[src/rtl/mac_datapath.sv]
// Datapath of a sequenced multiply-accumulate unit: operand capture, product
// register, accumulator with sticky carry flag, element counter and result register.
module mac_datapath #(
    parameter int DATA_W = 8,
    parameter int LEN    = 4,
    parameter int ADDR_W = 3,
    parameter int ACC_W  = 2*DATA_W + ADDR_W
) (
    input  logic              clk,
    input  logic              rst,
    input  logic              load_a,
    input  logic              load_b,
    input  logic              load_m,
    input  logic              load_acc,
    input  logic              load_out,
    input  logic              count_enable,
    input  logic [DATA_W-1:0] a_data,
    input  logic [DATA_W-1:0] b_data,
    output logic [ADDR_W-1:0] addr,
    output logic              cmp,
    output logic [ACC_W-1:0]  result,
    output logic              result_valid,
    output logic              overflow
);

    localparam logic [ADDR_W-1:0] LEN_C = ADDR_W'(LEN);

    logic [DATA_W-1:0]   a_q, a_d;
    logic [DATA_W-1:0]   b_q, b_d;
    logic [2*DATA_W-1:0] m_q, m_d;
    logic [ACC_W-1:0]    acc_q, acc_d;
    logic [ADDR_W-1:0]   count_q, count_d;
    logic [ACC_W-1:0]    result_q, result_d;
    logic                rv_q, rv_d;
    logic                ovf_q, ovf_d;
    logic                ovf_res_q, ovf_res_d;

    logic [2*DATA_W-1:0] prod_w;
    logic [ACC_W:0]      acc_sum_w;

    assign prod_w    = (2*DATA_W)'(a_q) * (2*DATA_W)'(b_q);
    assign acc_sum_w = {1'b0, acc_q} + (ACC_W+1)'(m_q);

    always_comb begin
        a_d       = load_a ? a_data : a_q;
        b_d       = load_b ? b_data : b_q;
        m_d       = load_m ? prod_w : m_q;
        acc_d     = acc_q;
        ovf_d     = ovf_q;
        count_d   = count_q;
        result_d  = result_q;
        ovf_res_d = ovf_res_q;
        rv_d      = 1'b0;

        if (load_acc) begin
            acc_d = acc_sum_w[ACC_W-1:0];
            ovf_d = ovf_q | acc_sum_w[ACC_W];
        end
        if (count_enable && (count_q < LEN_C)) begin
            count_d = count_q + ADDR_W'(1);
        end

        // load_out wins over concurrent accumulate/count and starts a fresh operation.
        if (load_out) begin
            result_d  = acc_q;
            ovf_res_d = ovf_q;
            rv_d      = 1'b1;
            acc_d     = '0;
            count_d   = '0;
            ovf_d     = 1'b0;
        end
    end

    always_ff @(posedge clk or posedge rst) begin
        if (rst) begin
            a_q       <= '0;
            b_q       <= '0;
            m_q       <= '0;
            acc_q     <= '0;
            count_q   <= '0;
            result_q  <= '0;
            rv_q      <= 1'b0;
            ovf_q     <= 1'b0;
            ovf_res_q <= 1'b0;
        end else begin
            a_q       <= a_d;
            b_q       <= b_d;
            m_q       <= m_d;
            acc_q     <= acc_d;
            count_q   <= count_d;
            result_q  <= result_d;
            rv_q      <= rv_d;
            ovf_q     <= ovf_d;
            ovf_res_q <= ovf_res_d;
        end
    end

    // result_valid is a one-cycle pulse with no backpressure: result and the
    // overflow copy are meaningful only in the cycle it is high.
    assign addr         = count_q;
    assign cmp          = (count_q == LEN_C);
    assign result       = result_q;
    assign result_valid = rv_q;
    assign overflow     = rv_q ? ovf_res_q : ovf_q;

endmodule

[config.mk]
export PLATFORM = sky130hd
export DESIGN_NAME = mac_datapath
export DESIGN_NICKNAME = d
export VERILOG_FILES = /design/src/rtl/mac_datapath.sv
export SDC_FILE = /design/constraint.sdc
export NUM_CORES = 1
export LEC_CHECK = 0
export ABC_AREA = 1
export CORE_UTILIZATION = 50
export DETAILED_ROUTE_END_ITERATION = 10
export HOLD_SLACK_MARGIN = 0.08
export PLACE_DENSITY_LB_ADDON = 0.2
export SYNTH_ARGS = -nofsm -noshare
export SYNTH_HDL_FRONTEND = slang
export SYNTH_SLANG_ARGS = --single-unit
[constraint.sdc]
create_clock -name clk -period 4.14 [get_ports clk]
set_input_delay 0.828 -clock clk [delete_from_list [all_inputs] [get_ports clk]]
set_output_delay 0.828 -clock clk [all_outputs]
set_load 0.005 [all_outputs]
Word-level counts from Yosys, hierarchy flattened
Cells that the tools add are included.

Register bits: 76. Latch bits: 0. Bits in writable memories: 0. ROM bits: 0. Input bits: 24. Output and inout bits: 25. Word-level logic and storage cells: 26. Memories kept: 0.

$add $sub $neg: 2. Multipliers: 1. Divide/modulo/power cells: 0. $lt $le $gt $ge: 1. Equality and inequality tests: 1. Shifts and indexed selects: 0. Multiplexer cells: 8. Bitwise logic cells: 1. Reduce and logical (&&, ||, !) cells: 3.

Operators with widths (count): 19-bit two-way mux (2); 19-bit by 16-bit adder with 20-bit output (1); 8-bit by 8-bit multiplier with 16-bit output (1); 3-bit two-way mux (2); 1-bit two-way mux (4); 2-bit nonzero test (2); 3-bit by 1-bit adder with 3-bit output (second input constant) (1); 3-bit equality test (second input constant) (1); 3-bit < comparator (second input constant) (1); 1-bit logical AND (1); 1-bit bitwise OR (1).

Longest topological paths before layout
Gate-level depths: netlist of the first run.

Word-level depth: 4. Depth in mapped cells: 21.

Worst setup path before layout of the first run
OpenSTA, ideal clock, no wires.

Path kind: flip-flop to flip-flop. Start: reg b_q[7]. End: reg m_q[14]. Setup time: 118 ps. Data arrival time: 3854 ps. Setup slack: 168 ps. Cell stages (with the launch flop): 19. Buffers on the path: 1. Period minus slack after synthesis: 3972 ps. Cells stage by stage: dfrtp_1 -> clkbuf_1 -> nand2_1 -> fa_1 -> fa_1 -> inv_1 -> fa_1 -> inv_1 -> fa_1 -> inv_1 -> ha_1 -> nand2_1 -> nand2_1 -> a21oi_1 -> nand2_1 -> nand2_1 -> nand3_1 -> nand3_1 -> nand2_1.

Cells in the longest elaborated chain, start to end: 1.

RTL lines: start: declaration (line 29) `logic [DATA_W-1:0] b_q, b_d;`; start signal: assignment (line 77) `b_q <= '0;`; start signal: assignment (line 87) `b_q <= b_d;`; 8-bit by 8-bit multiplier with 16-bit output (line 41) `assign prod_w = (2*DATA_W)'(a_q) * (2*DATA_W)'(b_q);`; end signal: assignment (line 88) `m_q <= m_d;`; end: declaration (line 30) `logic [2*DATA_W-1:0] m_q, m_d;`.

Every way passes these cells. A chain may end at the register's enable or synchronous reset.

Worst setup path after layout of the first run
Start: reg b_q[7]. End: reg m_q[12].

Same word-level chain as after synthesis.

==> results of run 1 <==
cells in the final DEF (no fill, tap or decap), types with 6 or more instances in the layout:
cell | Yosys | final
sky130_fd_sc_hd__a21oi_1 | 27 | 24
sky130_fd_sc_hd__buf_4 | 1 | 12
sky130_fd_sc_hd__clkbuf_16 | 0 | 9
sky130_fd_sc_hd__clkdlybuf4s50_1 | 0 | 48
sky130_fd_sc_hd__dfrtp_1 | 76 | 67
sky130_fd_sc_hd__dfrtp_2 | 0 | 9
sky130_fd_sc_hd__fa_1 | 37 | 37
sky130_fd_sc_hd__ha_1 | 54 | 48
sky130_fd_sc_hd__inv_1 | 162 | 161
sky130_fd_sc_hd__mux2_2 | 14 | 14
sky130_fd_sc_hd__nand2_1 | 259 | 258
sky130_fd_sc_hd__nand3_1 | 38 | 38
sky130_fd_sc_hd__nor2_1 | 29 | 29
sky130_fd_sc_hd__o21ai_0 | 15 | 15
sky130_fd_sc_hd__o21ai_1 | 15 | 15
sky130_fd_sc_hd__xnor2_1 | 6 | 6
power breakdown:
| part | leakage (nW) | internal, mW | switching (mW) |
|---|---|---|---|
| sequential | 0.968 | 0.944 | 0.161 |
| combinational | 2.93 | 1.13 | 1.60 |
| clock | 0.163 | 0.590 | 0.326 |
timing repair:
action / CTS / global route
hold buffers: 0 / 0
buffers inserted: 0 / 6
gates resized for setup: 0 / 20
endpoints found under the setup margin: 0 / 8
cell usage after synthesis, types with 2 or more instances:
library cell and count:
sky130_fd_sc_hd__a21oi_1 27, sky130_fd_sc_hd__a21oi_2 2, sky130_fd_sc_hd__a31oi_1 4, sky130_fd_sc_hd__and2_1 3, sky130_fd_sc_hd__clkbuf_1 25, sky130_fd_sc_hd__dfrtp_1 76, sky130_fd_sc_hd__fa_1 37, sky130_fd_sc_hd__ha_1 54
sky130_fd_sc_hd__inv_1 162, sky130_fd_sc_hd__inv_2 4, sky130_fd_sc_hd__mux2_2 14, sky130_fd_sc_hd__nand2_1 259, sky130_fd_sc_hd__nand2_2 2, sky130_fd_sc_hd__nand3_1 38, sky130_fd_sc_hd__nand3_2 3, sky130_fd_sc_hd__nand3b_1 5
sky130_fd_sc_hd__nand4_1 2, sky130_fd_sc_hd__nor2_1 29, sky130_fd_sc_hd__nor2_2 4, sky130_fd_sc_hd__nor2_4 2, sky130_fd_sc_hd__nor3_1 2, sky130_fd_sc_hd__nor4_1 2, sky130_fd_sc_hd__o21ai_0 15, sky130_fd_sc_hd__o21ai_1 15
sky130_fd_sc_hd__o21bai_1 3, sky130_fd_sc_hd__o22ai_1 5, sky130_fd_sc_hd__xnor2_1 6, sky130_fd_sc_hd__xor2_1 3
flip-flops by register name (all words and copies together), names as in the netlist:
name	count
m_q	16
ovf_res_q	1
addr	3
acc_q	19
result_valid	1
a_q	8
ovf_q	1
result	19
b_q	8
final cells by class:
cell class,instances,area share [%]
Clock buffer,10,3.162
Clock inverter,6,1.538
Inverter,166,8.604
Multi-Input combinational cell,540,49.52
Sequential cell,76,26.42
Tap cell,147,2.540
Timing Repair Buffer,62,8.224
worst paths after layout:
kind / start / endpoint / slack (ns) / cells after the start
setup / recovery: b_q[7] / m_q[12] / 0.21 / 18
hold / removal: result[18] / result[18] / 0.47 / 2
max in group asynchronous: rst / a_q[5] / 2.92 / 3
min in group asynchronous: rst / result[3] / 0.89 / 3
hold reg to reg: result[18] / result[18] / 0.47 / 2
setup reg to reg: b_q[7] / m_q[12] / 0.21 / 18
cell families (layout without fill, tap and decap cells):
family | after synthesis | count (layout) | share of synthesized area, %
AO/OA/AOI/OAI | 72 | 72 | 6.319
buffers and inverters | 193 | 244 | 11.95
XOR/XNOR | 9 | 9 | 1.280
adder cells (fa/ha/maj) | 91 | 91 | 23.00
flip-flops | 76 | 76 | 30.88
multiplexers | 14 | 14 | 2.560
AND/OR/NAND/NOR | 354 | 354 | 24.01
worst register-to-register path, delay by kind of cell, from the launching register on:
kind	cells	cell delay, ns
AOI/OAI and AO/OA	1	0.20
adders and majority gates	5	2.36
buffers and inverters	3	0.17
DFF	1	0.43
and+or+nand+nor	9	0.72
stage by stage:
stage / hold slack, ns / util, % / total power [mW]
6_report: 0.4671 / 60.29 / 4.755
5_1_grt: 0.4857 / 60.29 / 5.245
4_1_cts: 0.4727 / 59.30 / 4.611
2_1_floorplan: 0.4483 / - / 3.038
3_3_place_gp: 0.4536 / 56.47 / 3.588
3_5_place_dp: 0.4576 / 56.47 / 3.660
metal layers:
layer  global-route usage [%]  vias up  routed length [um]
met2                    42.51      101                6849
met4                    9.737        0                 378
met5                        0        -                   0
met1                    25.50     2376                5508
li1                         -     2564                   -
met3                    4.446       30                 463
==> flow_metrics.tcl, run 1 <==
set metrics [dict create \
    critical_path_launch_point_type "flip-flop" \
    pin_count_of_the_biggest_net_entering_global_routing 77 \
    antenna_diode_count 0 \
    critical_path_class "reg2reg" \
    std_cell_rows 40 \
    critical_path_required_ns 4.42 \
    placeableCoreArea_um2 12010 \
    grt_pass1_wl_um 23020 \
    route.detailed.vias_per_inst 5.036 \
    initial_utilization_pct 51.27 \
    via_count 5071 \
    synthTopCellsByArea "sky130_fd_sc_hd__dfrtp_1 (31%), sky130_fd_sc_hd__nand2_1 (16%), sky130_fd_sc_hd__fa_1 (12%)" \
    synth-seq-area-share_pct 30.88 \
    setup_tns_ns 0 \
    layout-area-overhead-vs-synth_pct 17.59 \
    worst_setup_hold_path_clk_slew_ns 0.06 \
    synth_top_flop_cell "sky130_fd_sc_hd__dfrtp_1" \
    gp_congestion 0.9028 \
    syn_area_um2 6158 \
    final_max_slew_viol_count 0 \
    post-place-cells 985 \
    post_synth_inst_count 809 \
    yosysTopAreaCellShare_pct 30.88 \
    synthesis.area_per_instance_um2 7.612 \
    ctsLongestPathBuffers 2 \
    grt_antenna_before_repair 0 \
    worst_hold_path_type "reg2reg" \
    finalHoldViolations 0 \
    cts-root-buf "sky130_fd_sc_hd__clkbuf_16" \
    timing.critical_path.slowest_stage_cell "sky130_fd_sc_hd__fa_1" \
    io_buffer_count 48 \
    avgRoutedWirePerCell_um 13.11 \
    critical_path.top_delay_family "adder cells" \
    worst_ep_arrival_time_ns 4.22 \
    die_w_um 113.0 \
    powerDensity_nw_per_um2 656.6 \
    worst_slack_at_placement_ns 0.02580 \
    worst_skew_pair.late_latency_ns 0.35 \
    critical_path_cell_by_cell "nand2_1, fa_1, fa_1, inv_1, fa_1, inv_1, fa_1, inv_1, ha_4, nand2_1, nand2_1, a21oi_1, nand2_2, nand3_1, nand2_1, nand2_1, nand3_1, nand2_1" \
    net_count_of_the_mapped_netlist 924 \
    synth.lib_cells_used.distinct 34 \
    status "completed" \
    critical-path-top-cell-by-count "sky130_fd_sc_hd__nand2_1" \
    design.portCount 49 \
    setup_viol 0 \
    worst-path-max-fanout 8 \
    firstDrtPassIters 7 \
    tritoncts "built" \
    fin_crit_ns 3.932 \
    die_area_um2 12760 \
    final_layout_size_suffix_gt1_share_pct 9.651 \
    final_area_um2 7242 \
    dp_hpwl_um 10390 \
    cpPeakStageDelay_ns 0.54 \
    ant_nets 0 \
    synth_largest_area_cell "sky130_fd_sc_hd__dfrtp_1" \
    ys_async_sr_fraction_pct 100.0 \
    final_cell_count_no_fill 1007 \
    seq_area_um2 1913 \
    grt.overflow.total 0 \
    detail_route.iter0.violations 302 \
    number_of_global_route_vias_before_repair 5163 \
    critical_path.endpoint_type "flip-flop" \
    worst_slew_pin_slew_ns 0.6502 \
    synth_warnings 0 \
    power.ir.vdd_worst_mv 0.2919 \
    remaining_design_rule_violation_count 0 \
    p_leak_nw 4.063 \
    synth-edff-count 0 \
    num-nets-final 970 \
    setup_ws_ns 0.2077 \
    h-tree-depth 3 \
    dieHeight_um 113.0 \
    multiInputGateArea_um2 3586 \
    placed_area_um2 6783 \
    achievable-frequency_mhz 254.3 \
    final_min_period_over_clock_period_pct 94.98 \
    relSlewSlack_pct 56.52 \
    drt_wl_total_um 13200 \
    fin_skew_ns 0.006246 \
    cts.sinks 76 \
    unrepaired_setup_endpoints_after_global_routing "false" \
    groute.usage.overall_pct 22.87 \
    synth_seq_cells 76 \
    drv.max_cap_violation_count 0 \
    final.fill_count 1090 \
    cts_bufs_inserted 9 \
    path_buf_inv 3 \
]
Power figures use the tool's default switching activity.
==> run 2, diff against run 1 <==
--- a/config.mk
+++ b/config.mk
@@ -13,3 +13,4 @@
 export SYNTH_ARGS = -nofsm -noshare
 export SYNTH_HDL_FRONTEND = slang
 export SYNTH_SLANG_ARGS = --single-unit
+export TNS_END_PERCENT = 5
==> results of run 2 <==
Final layout, timing and power as in run 1 (identical DEF).
